`src/rtl/shift_reg_sequencer_pkg.sv`:
```
// Shared types and helpers for the shift-register command sequencer.
// Optional back-to-back mode is selected with SHIFT_REG_SEQUENCER_BACK_TO_BACK_EN.
package shift_reg_sequencer_pkg;

   localparam int DEFAULT_REG_WIDTH = 8;

   typedef enum logic [1:0] {
      ST_IDLE  = 2'd0,
      ST_LOAD  = 2'd1,
      ST_SHIFT = 2'd2,
      ST_DONE  = 2'd3
   } state_e;

   // Shifting more than the register width is equivalent to shifting it full width.
   function automatic int unsigned clamp_shift_cnt(input int unsigned cnt,
                                                   input int unsigned max_cnt);
      return (cnt > max_cnt) ? max_cnt : cnt;
   endfunction

endpackage

```
`src/rtl/shift_seq_counter.sv`:
```
// Loadable down-counter that paces the SHIFT state; flags report zero and one.
module shift_seq_counter #(
   parameter int CNT_WIDTH = 4
) (
   input  logic                 clk,
   input  logic                 reset,
   input  logic                 load_en,
   input  logic [CNT_WIDTH-1:0] load_val,
   input  logic                 dec_en,
   output logic                 is_zero,
   output logic                 is_one
);

   logic [CNT_WIDTH-1:0] count_q;
   logic [CNT_WIDTH-1:0] count_d;

   always_comb begin
      count_d = count_q;
      if (load_en) begin
         count_d = load_val;
      end else if (dec_en && (count_q != '0)) begin
         count_d = count_q - CNT_WIDTH'(1);
      end
   end

   always_ff @(posedge clk) begin
      if (reset) begin
         count_q <= '0;
      end else begin
         count_q <= count_d;
      end
   end

   assign is_zero = (count_q == '0);
   assign is_one  = (count_q == CNT_WIDTH'(1));

endmodule

```
`src/rtl/shift_reg_sequencer.sv`:
```
// Command-driven sequencer for a left/right shift register with parallel load.
// Define SHIFT_REG_SEQUENCER_BACK_TO_BACK_EN to accept a new command in the DONE cycle.
module shift_reg_sequencer
   import shift_reg_sequencer_pkg::*;
#(
   parameter  int REG_WIDTH = DEFAULT_REG_WIDTH,
   localparam int CNT_WIDTH = $clog2(REG_WIDTH) + 1
) (
   input  logic                 clk,
   input  logic                 reset,
   input  logic                 cmd_valid,
   output logic                 cmd_ready,
   input  logic [REG_WIDTH-1:0] cmd_data,
   input  logic                 cmd_dir,
   input  logic [CNT_WIDTH-1:0] cmd_shift_cnt,
   output logic                 load,
   output logic                 shift_left_right,
   output logic [REG_WIDTH-1:0] data_in,
   output logic                 shift_en,
   output logic                 busy,
   output logic                 done,
   output logic [1:0]           state_dbg
);

   // Handshake: a command transfers on the rising edge where cmd_valid and
   // cmd_ready are both high; cmd_* are sampled only on that edge.

   state_e               state_q, state_d;
   logic                 load_q, load_d;
   logic                 shift_en_q, shift_en_d;
   logic                 busy_q, busy_d;
   logic                 done_q, done_d;
   logic                 slr_q, slr_d;
   logic [REG_WIDTH-1:0] data_in_q, data_in_d;

   logic                 accept;
   logic                 cnt_load;
   logic                 cnt_dec;
   logic                 cnt_is_zero;
   logic                 cnt_is_one;
   logic [CNT_WIDTH-1:0] cnt_clamped;

   assign cnt_clamped = CNT_WIDTH'(clamp_shift_cnt(32'(cmd_shift_cnt), REG_WIDTH));

`ifdef SHIFT_REG_SEQUENCER_BACK_TO_BACK_EN
   assign cmd_ready = ((state_q == ST_IDLE) || (state_q == ST_DONE)) && !reset;
`else
   assign cmd_ready = (state_q == ST_IDLE) && !reset;
`endif

   assign accept = cmd_valid && cmd_ready;

   shift_seq_counter #(
      .CNT_WIDTH (CNT_WIDTH)
   ) u_counter (
      .clk      (clk),
      .reset    (reset),
      .load_en  (cnt_load),
      .load_val (cnt_clamped),
      .dec_en   (cnt_dec),
      .is_zero  (cnt_is_zero),
      .is_one   (cnt_is_one)
   );

   always_comb begin
      state_d   = state_q;
      data_in_d = data_in_q;
      slr_d     = slr_q;
      cnt_load  = 1'b0;
      cnt_dec   = 1'b0;

      case (state_q)
         ST_IDLE: begin
            if (accept) begin
               state_d   = ST_LOAD;
               data_in_d = cmd_data;
               slr_d     = cmd_dir;
               cnt_load  = 1'b1;
            end
         end
         ST_LOAD: begin
            state_d = cnt_is_zero ? ST_DONE : ST_SHIFT;
         end
         ST_SHIFT: begin
            cnt_dec = 1'b1;
            if (cnt_is_one) begin
               state_d = ST_DONE;
            end
         end
         ST_DONE: begin
            state_d = ST_IDLE;
`ifdef SHIFT_REG_SEQUENCER_BACK_TO_BACK_EN
            if (accept) begin
               state_d   = ST_LOAD;
               data_in_d = cmd_data;
               slr_d     = cmd_dir;
               cnt_load  = 1'b1;
            end
`endif
         end
         default: begin
            state_d = ST_IDLE;
         end
      endcase

      // Direction is only meaningful while a command is active; data_in keeps its last value.
      if (state_d == ST_IDLE) begin
         slr_d = 1'b0;
      end

      load_d     = (state_d == ST_LOAD);
      shift_en_d = (state_d == ST_SHIFT);
      done_d     = (state_d == ST_DONE);
      busy_d     = (state_d != ST_IDLE);
   end

   always_ff @(posedge clk) begin
      if (reset) begin
         state_q    <= ST_IDLE;
         load_q     <= 1'b0;
         shift_en_q <= 1'b0;
         busy_q     <= 1'b0;
         done_q     <= 1'b0;
         slr_q      <= 1'b0;
         data_in_q  <= '0;
      end else begin
         state_q    <= state_d;
         load_q     <= load_d;
         shift_en_q <= shift_en_d;
         busy_q     <= busy_d;
         done_q     <= done_d;
         slr_q      <= slr_d;
         data_in_q  <= data_in_d;
      end
   end

   assign load             = load_q;
   assign shift_en         = shift_en_q;
   assign busy             = busy_q;
   assign done             = done_q;
   assign shift_left_right = slr_q;
   assign data_in          = data_in_q;
   assign state_dbg        = state_q;

endmodule

```
`config.mk`:
```
export PLATFORM = sky130hd
export DESIGN_NAME = shift_reg_sequencer
export DESIGN_NICKNAME = d
export VERILOG_FILES = /design/src/rtl/shift_reg_sequencer_pkg.sv /design/src/rtl/shift_seq_counter.sv /design/src/rtl/shift_reg_sequencer.sv
export SDC_FILE = /design/constraint.sdc
export NUM_CORES = 1
export LEC_CHECK = 0
export CAP_MARGIN = 15
export CORE_UTILIZATION = 46
export CTS_BUF_LIST = sky130_fd_sc_hd__clkbuf_8
export CTS_CLUSTER_SIZE = 8
export DETAILED_ROUTE_END_ITERATION = 8
export PLACE_DENSITY = 0.81
export SLEW_MARGIN = 20
export SYNTH_ARGS = -nofsm -noshare
export SYNTH_HDL_FRONTEND = slang
export SYNTH_SLANG_ARGS = --single-unit
```
`constraint.sdc`:
```
create_clock -name clk -period 2.1 [get_ports clk]
set_input_delay 0.21 -clock clk [delete_from_list [all_inputs] [get_ports clk]]
set_output_delay 0.21 -clock clk [all_outputs]
set_load 0.005 [all_outputs]
```
==> impl_results.html, run 1 <==
<table>
<tr><th>Metric</th><th>Value</th></tr>
<tr><th colspan="2">CTS</th></tr>
<tr><td>Post-CTS repair timing setup buffer count</td><td>0</td></tr>
<tr><td>Post-CTS Hold Buffers</td><td>0</td></tr>
<tr><td>Clock tree from TritonCTS</td><td>yes</td></tr>
<tr><td>Buffer levels on the longest clock path</td><td>2</td></tr>
<tr><td>Worst skew pair latency</td><td>260 ps</td></tr>
<tr><td>Clock-pin slew reported for the worst setup and hold paths after clock tree synthesis</td><td>70 ps</td></tr>
<tr><td>Clk root buf</td><td>sky130_fd_sc_hd__clkbuf_8</td></tr>
<tr><td>Number of buffers created by CTS</td><td>3</td></tr>
<tr><td>Number of sinks handled by clock tree synthesis</td><td>19</td></tr>
<tr><td>Number of levels the H-tree was split into</td><td>1</td></tr>
<tr><td>Count of instances resized after the clock tree is built</td><td>0</td></tr>
<tr><th colspan="2">Drt</th></tr>
<tr><td>Post-DRT Antenna Nets</td><td>0</td></tr>
<tr><td>Routed via count</td><td>809</td></tr>
<tr><td>TritonRoute pass-1 iters</td><td>4</td></tr>
<tr><td>Final routed wire length divided by cell count</td><td>12.9 um</td></tr>
<tr><td>Number of DRC markers after the initial detailed-route iteration</td><td>13</td></tr>
<tr><td>Drt total wl</td><td>2030 um</td></tr>
<tr><td>Mean number of vias per cell</td><td>5.15</td></tr>
<tr><td>Residual DRC count</td><td>0</td></tr>
<tr><th colspan="2">Setup path</th></tr>
<tr><td>Required time of the worst setup path</td><td>1890 ps</td></tr>
<tr><td>Critical Path Source</td><td>state_dbg[0]</td></tr>
<tr><td>Highest net fanout along the worst path</td><td>6</td></tr>
<tr><td>Launching element type of the critical path</td><td>register</td></tr>
<tr><td>Critical Path Max Stage Delay</td><td>440 ps</td></tr>
<tr><td>Category of cells accounting for the largest share of critical-path delay</td><td>buffers and inverters</td></tr>
<tr><td>Buf+Inv Stages, Crit Path</td><td>2</td></tr>
<tr><td>RR Startpoint</td><td>state_dbg[0]</td></tr>
<tr><td>Critical-path cell list</td><td>inv_1 &gt; ha_1 &gt; nor2b_1 &gt; clkdlybuf4s50_1</td></tr>
<tr><td>Worst reg-to-reg setup slack</td><td>300 ps</td></tr>
<tr><td>Nature of the critical path endpoint</td><td>output pin</td></tr>
<tr><td>Register-to-Register Path Depth</td><td>5</td></tr>
<tr><td>Startpoint-to-endpoint class of the critical path</td><td>register to output pin</td></tr>
<tr><td>Critical path data arrival time</td><td>1640 ps</td></tr>
<tr><td>Crit path max-delay cell type</td><td>sky130_fd_sc_hd__clkdlybuf4s50_1</td></tr>
<tr><td>Reg2reg end</td><td>shift_left_right</td></tr>
<tr><th colspan="2">Job</th></tr>
<tr><td>Count of maximum capacitance violations</td><td>0</td></tr>
<tr><th colspan="2">Die</th></tr>
<tr><td>Number of I/O pins</td><td>32</td></tr>
<tr><td>Die footprint</td><td>2220 sq um</td></tr>
<tr><td>Die X-Extent</td><td>47.1 um</td></tr>
<tr><td>Initial Util</td><td>51.3%</td></tr>
<tr><td>Core Rows</td><td>15</td></tr>
<tr><td>Vertical extent of the die</td><td>47.1 um</td></tr>
<tr><td>Placeable core area</td><td>1820 sq um</td></tr>
<tr><th colspan="2">Yosys</th></tr>
<tr><td>Top_reg_cell synth</td><td>sky130_fd_sc_hd__dfxtp_1</td></tr>
<tr><td>Distinct cell type count of the synthesized netlist</td><td>29</td></tr>
<tr><td>Seq/Total Area, Yosys</td><td>40.7%</td></tr>
<tr><td>Post-synthesis cell count</td><td>101</td></tr>
<tr><td>Yosys warns</td><td>0</td></tr>
<tr><td>Net count after synthesis</td><td>124</td></tr>
<tr><td>Syn Area/Cell</td><td>9.25 sq um</td></tr>
<tr><td>Netlist area before placement</td><td>935 sq um</td></tr>
<tr><td>Async SR Flop Fraction</td><td>0%</td></tr>
<tr><td>Post-synth EDFFs</td><td>0</td></tr>
<tr><td>Synthesized flop and latch total</td><td>19</td></tr>
<tr><th colspan="2">Global route</th></tr>
<tr><td>Global-route wire length before repair</td><td>3210 um</td></tr>
<tr><td>Initial antenna violation count</td><td>0</td></tr>
<tr><td>Overflow after GRT</td><td>0</td></tr>
<tr><td>Tot GR Track Use</td><td>21.2%</td></tr>
<tr><td>Maximum number of pins on one net before global-route repair</td><td>16</td></tr>
<tr><td>Via count of the first global-routing pass</td><td>776</td></tr>
<tr><th colspan="2">Status</th></tr>
<tr><td>Result of the run</td><td>completed</td></tr>
<tr><th colspan="2">Timing</th></tr>
<tr><td>Worst hold slack after final layout</td><td>457 ps</td></tr>
<tr><td>Final period demand of the worst path</td><td>1850 ps</td></tr>
<tr><td>Skew final</td><td>5.32 ps</td></tr>
<tr><td>Unrepaired setup endpoints after global routing</td><td>no</td></tr>
<tr><td>Actual slew at the worst max-slew pin</td><td>560 ps</td></tr>
<tr><td>Number of hold violations in the final report</td><td>0</td></tr>
<tr><td>Maximum achievable frequency</td><td>0.541 GHz</td></tr>
<tr><td>Relative max-transition margin</td><td>62.7%</td></tr>
<tr><td>Final setup violation count</td><td>0</td></tr>
<tr><td>Part of the cycle the worst path needs</td><td>88.0%</td></tr>
<tr><td>Final total negative setup slack</td><td>0 ps</td></tr>
<tr><td>Setup slack of the critical path after layout</td><td>252 ps</td></tr>
<tr><td>Max-slew violations</td><td>0</td></tr>
<tr><th colspan="2">Min path</th></tr>
<tr><td>Endpoint of the worst hold path</td><td>data_in[1]</td></tr>
<tr><td>Min-delay worst type</td><td>register to register</td></tr>
<tr><td>HP Start</td><td>data_in[1]</td></tr>
<tr><td>Hold path depth</td><td>2</td></tr>
<tr><th colspan="2">Place</th></tr>
<tr><td>Gpl congestion</td><td>0.759</td></tr>
<tr><td># port buffers</td><td>31</td></tr>
<tr><td>Place WS</td><td>252 ps</td></tr>
<tr><td>HPWL Detailed</td><td>1540 um</td></tr>
<tr><th colspan="2">Layout</th></tr>
<tr><td>Multi-input gate area</td><td>505 sq um</td></tr>
<tr><td>Commonest non-fill, non-tap cell in the layout</td><td>sky130_fd_sc_hd__clkdlybuf4s50_1</td></tr>
<tr><td>Antenna cells</td><td>0</td></tr>
<tr><td>Register Area</td><td>380 sq um</td></tr>
<tr><td>Layout fillers</td><td>142</td></tr>
<tr><td>Final Net Count</td><td>156</td></tr>
<tr><td>Top library cells by usage in the layout, fill and taps aside</td><td>31 x sky130_fd_sc_hd__clkdlybuf4s50_1, 19 x sky130_fd_sc_hd__dfxtp_1, 18 x sky130_fd_sc_hd__nand2_1, 12 x sky130_fd_sc_hd__a21oi_1, 7 x sky130_fd_sc_hd__ha_1</td></tr>
<tr><td>Proportion of layout cells with a drive suffix above 1</td><td>9.09%</td></tr>
<tr><td>Syn-to-layout area delta</td><td>40.3%</td></tr>
<tr><th colspan="2">Power and ir drop</th></tr>
<tr><td>Reported leakage power</td><td>0.482 nW</td></tr>
<tr><td>PwrDens</td><td>1240 nW/um^2</td></tr>
<tr><td>Cell Int Power</td><td>1.02 mW</td></tr>
<tr><td>Portion of total power attributed to the clock network</td><td>15.9%</td></tr>
<tr><td>Proportion of total power due to net switching</td><td>37.2%</td></tr>
<tr><td>Reported net switching power</td><td>604 uW</td></tr>
<tr><td>Largest voltage drop on the vdd net</td><td>0.787 mV</td></tr>
<tr><td>Fraction of power consumed by combinational cells</td><td>50.4%</td></tr>
<tr><td>Total power</td><td>1.62 mW</td></tr>
<tr><td>Reg power frac</td><td>33.6%</td></tr>
</table>
[state kept, by name, summed over array words and instances (netlist names)]
name,cells
shift_en,1
u_counter.count_q,4
shift_left_right,1
load,1
busy,1
done,1
data_in,8
state_dbg,2
[how the worst max path moves through the flow]
stage                      endpoint  slack, ps  cells after the start
2_1_floorplan  u_counter.count_q[3]        470                      6
3_3_place_gp       shift_left_right        310                      4
3_5_place_dp       shift_left_right        250                      4
4_1_cts                   cmd_ready        230                      4
5_1_grt            shift_left_right         90                      5
6_report                  cmd_ready        250                      4
[cell usage after synthesis, drive strengths merged (2+ instances only)]
cell type	n	share of area (%)
and4bb	2	3.5
inv	6	2.4
clkbuf	3	1.2
a2111oi	4	6.7
nor3	5	2.7
dfxtp	19	41
ha	7	9.4
nor2b	2	1.3
a21oi	12	6.4
buf	3	1.6
nand2	18	7.2
nor4	2	1.3
a211oi	4	3.2
[tightest hold or removal path: cells and delay by family (launching register included)]
kind            cells  cell delay [ps]
simple gates        1               50
compound gates      1               50
flops               1              310
[per-layer routing]
| layer | up-vias | global-route usage, % | share of wire (%) |
|---|---|---|---|
| met5 | - | 0 | 0 |
| met3 | 3 | 6.15 | 4.5 |
| met1 | 366 | 23.2 | 43 |
| li1 | 421 | - | - |
| met4 | 0 | 10.9 | 1.4 |
| met2 | 19 | 36.9 | 51 |
[final cells by class]
class / count / share of cell area [%]
tap: 25 / 2.39
sequential: 19 / 29.0
clock buffer: 3 / 3.15
timing repair buffer: 33 / 24.8
clock inverter: 1 / 0.382
inverter: 6 / 1.72
multi-input combinational: 70 / 38.5
[kinds of logic after synthesis]
family,after synthesis,share of synthesized area [%]
adder cells (fa/ha/maj),7,9.37
AND/OR/NAND/NOR,38,23.4
flip-flops,19,40.7
multiplexers,1,1.07
AO/OA/AOI/OAI,24,20.2
buffers and inverters,12,5.22
[through the flow]
step / util [%] / area, sq um / cells
after floorplan: - / 935 / 101
after global placement: 69.5 / 1260 / 153
after detailed placement: 69.5 / 1260 / 153
after CTS: 72.0 / 1310 / 157
after global routing: 72.0 / 1310 / 157
final: 72.0 / 1310 / 157
[power groups by stage]
stage	clock, mW	combinational (mW)	sequential [mW]
global route	0.281	0.915	0.559
global placement	0	0.807	0.546
CTS	0.263	0.829	0.545
finish	0.259	0.818	0.546
floorplan	0	0.529	0.548
detailed placement	0	0.822	0.554
Note: power is estimated with default switching activity, not from simulation.
==> run 2: changes to the inputs <==
--- a/config.mk
+++ b/config.mk
@@ -11,6 +11,7 @@
 export CTS_CLUSTER_SIZE = 8
 export DETAILED_ROUTE_END_ITERATION = 8
 export PLACE_DENSITY = 0.81
+export SKIP_CTS_REPAIR_TIMING = 1
 export SLEW_MARGIN = 20
 export SYNTH_ARGS = -nofsm -noshare
 export SYNTH_HDL_FRONTEND = slang
==> constraint.sdc (replaced) <==
create_clock -name clk -period 1.9 [get_ports clk]
set_input_delay 0.19 -clock clk [delete_from_list [all_inputs] [get_ports clk]]
set_output_delay 0.19 -clock clk [all_outputs]
set_load 0.005 [all_outputs]
==> impl_results.html, run 2 (same netlist as run 1, synthesis figures left out) <==
<table>
<tr><th>Metric</th><th>Value</th></tr>
<tr><th colspan="2">Status</th></tr>
<tr><td>Result of the run</td><td>completed</td></tr>
<tr><th colspan="2">Global route</th></tr>
<tr><td>Global-route wire length before repair</td><td>3430 um</td></tr>
<tr><td>Maximum number of pins on one net before global-route repair</td><td>18</td></tr>
<tr><td>Initial antenna violation count</td><td>0</td></tr>
<tr><td>Via count of the first global-routing pass</td><td>818</td></tr>
<tr><td>Overflow after GRT</td><td>0</td></tr>
<tr><td>Tot GR Track Use</td><td>22.1%</td></tr>
<tr><th colspan="2">Timing</th></tr>
<tr><td>Final setup violation count</td><td>0</td></tr>
<tr><td>Skew final</td><td>1.72 ps</td></tr>
<tr><td>Part of the cycle the worst path needs</td><td>95.3%</td></tr>
<tr><td>Relative max-transition margin</td><td>67.8%</td></tr>
<tr><td>Final total negative setup slack</td><td>0 ps</td></tr>
<tr><td>Max-slew violations</td><td>0</td></tr>
<tr><td>Unrepaired setup endpoints after global routing</td><td>no</td></tr>
<tr><td>Number of hold violations in the final report</td><td>0</td></tr>
<tr><td>Maximum achievable frequency</td><td>0.552 GHz</td></tr>
<tr><td>Worst hold slack after final layout</td><td>457 ps</td></tr>
<tr><td>Final period demand of the worst path</td><td>1810 ps</td></tr>
<tr><td>Actual slew at the worst max-slew pin</td><td>481 ps</td></tr>
<tr><td>Setup slack of the critical path after layout</td><td>89.4 ps</td></tr>
<tr><th colspan="2">Die</th></tr>
<tr><td>Core Rows</td><td>15</td></tr>
<tr><td>Die footprint</td><td>2220 sq um</td></tr>
<tr><td>Die X-Extent</td><td>47.1 um</td></tr>
<tr><td>Number of I/O pins</td><td>32</td></tr>
<tr><td>Placeable core area</td><td>1820 sq um</td></tr>
<tr><td>Vertical extent of the die</td><td>47.1 um</td></tr>
<tr><td>Initial Util</td><td>51.3%</td></tr>
<tr><th colspan="2">Layout</th></tr>
<tr><td>Post-route cell area</td><td>1320 sq um</td></tr>
<tr><td>Antenna cells</td><td>0</td></tr>
<tr><td>Final cell utilization of the core</td><td>72.6%</td></tr>
<tr><td>Final Net Count</td><td>157</td></tr>
<tr><td>Proportion of layout cells with a drive suffix above 1</td><td>10.5%</td></tr>
<tr><td>Filler-free cell count of the finished design</td><td>158</td></tr>
<tr><td>Layout fillers</td><td>151</td></tr>
<tr><td>Commonest non-fill, non-tap cell in the layout</td><td>sky130_fd_sc_hd__clkdlybuf4s50_1</td></tr>
<tr><td>Syn-to-layout area delta</td><td>41.4%</td></tr>
<tr><td>Top library cells by usage in the layout, fill and taps aside</td><td>31 x sky130_fd_sc_hd__clkdlybuf4s50_1, 19 x sky130_fd_sc_hd__dfxtp_1, 18 x sky130_fd_sc_hd__nand2_1, 12 x sky130_fd_sc_hd__a21oi_1, 7 x sky130_fd_sc_hd__inv_1</td></tr>
<tr><td>Flip-flop count of the largest register after layout</td><td>8</td></tr>
<tr><th colspan="2">Drt</th></tr>
<tr><td>Drt total wl</td><td>2090 um</td></tr>
<tr><td>Mean number of vias per cell</td><td>5.28</td></tr>
<tr><td>Residual DRC count</td><td>0</td></tr>
<tr><td>Number of DRC markers after the initial detailed-route iteration</td><td>10</td></tr>
<tr><td>TritonRoute pass-1 iters</td><td>2</td></tr>
<tr><td>Final routed wire length divided by cell count</td><td>13.2 um</td></tr>
<tr><td>Post-DRT Antenna Nets</td><td>0</td></tr>
<tr><td>Routed via count</td><td>834</td></tr>
<tr><th colspan="2">Setup path</th></tr>
<tr><td>Launching element type of the critical path</td><td>register</td></tr>
<tr><td>Startpoint-to-endpoint class of the critical path</td><td>register to output pin</td></tr>
<tr><td>Nature of the critical path endpoint</td><td>output pin</td></tr>
<tr><td>Highest net fanout along the worst path</td><td>6</td></tr>
<tr><td>Register-to-Register Path Depth</td><td>5</td></tr>
<tr><td>Required time of the worst setup path</td><td>1710 ps</td></tr>
<tr><td>Critical path data arrival time</td><td>1620 ps</td></tr>
<tr><th colspan="2">CTS</th></tr>
<tr><td>Clock tree from TritonCTS</td><td>yes</td></tr>
<tr><td>Worst skew pair latency</td><td>250 ps</td></tr>
<tr><td>Number of buffers created by CTS</td><td>3</td></tr>
<tr><td>Number of levels the H-tree was split into</td><td>1</td></tr>
<tr><td>Clock-pin slew reported for the worst setup and hold paths after clock tree synthesis</td><td>70 ps</td></tr>
<tr><td>Number of sinks handled by clock tree synthesis</td><td>19</td></tr>
<tr><td>Buffer levels on the longest clock path</td><td>2</td></tr>
<tr><td>Clk root buf</td><td>sky130_fd_sc_hd__clkbuf_8</td></tr>
<tr><th colspan="2">Min path</th></tr>
<tr><td>Min-delay worst type</td><td>register to register</td></tr>
<tr><td>Hold path depth</td><td>2</td></tr>
<tr><th colspan="2">Place</th></tr>
<tr><td>Gpl congestion</td><td>0.746</td></tr>
<tr><td>HPWL Detailed</td><td>1580 um</td></tr>
<tr><td>Place WS</td><td>128 ps</td></tr>
<tr><td>Placed instance count</td><td>154</td></tr>
<tr><td>Placed Instance Area</td><td>1270 sq um</td></tr>
<tr><td># port buffers</td><td>31</td></tr>
<tr><th colspan="2">Job</th></tr>
<tr><td>Count of maximum capacitance violations</td><td>0</td></tr>
<tr><th colspan="2">Power and ir drop</th></tr>
<tr><td>Largest voltage drop on the vdd net</td><td>1.14 mV</td></tr>
<tr><td>Reported leakage power</td><td>0.488 nW</td></tr>
<tr><td>Total power</td><td>1.81 mW</td></tr>
<tr><td>PwrDens</td><td>1370 nW/um^2</td></tr>
</table>
[run 2: cell types whose count changed in the layout (fill, tap and decap cells not counted), sizes merged]
cell / delta
buf: +1
clkinv: -1
inv: +1
[run 2: final cells by class]
type                       count  area (sq um)  share of cell area [%]
clock buffer                   3          41.3                    3.12
clock inverter                 1          3.75                   0.284
inverter                       6          22.5                    1.70
multi-input combinational     70           509                    38.5
sequential                    19           380                    28.8
tap                           25          31.3                    2.37
timing repair buffer          34           333                    25.2
[run 2: report_power, final]
group          internal (mW)  switching, mW  total [mW]
clock network          0.143          0.121       0.264
registers              0.518         0.0849       0.603
logic                  0.490          0.454       0.944
[run 2: final timing paths]
check | start | end | slack, ps
worst max-delay path | state_dbg[0] | cmd_ready | 90
worst min-delay path | data_in[0] | data_in[0] | 460
worst max register to register | u_counter.count_q[1] | u_counter.count_q[1] | 190
worst min register to register | data_in[0] | data_in[0] | 460
[run 2: routing by layer]
layer | wire length, um | GRT usage (%)
met5 | 0 | 0
met4 | 10 | 7.43
met3 | 74 | 6.92
met2 | 1060 | 39.2
met1 | 942 | 25.2
[run 2: critical path: stages (launching register included)]
cell and delay, ps:
sky130_fd_sc_hd__dfxtp_1 430, sky130_fd_sc_hd__inv_1 120, sky130_fd_sc_hd__ha_1 250, sky130_fd_sc_hd__nor2b_1 140, sky130_fd_sc_hd__clkdlybuf4s50_1 440
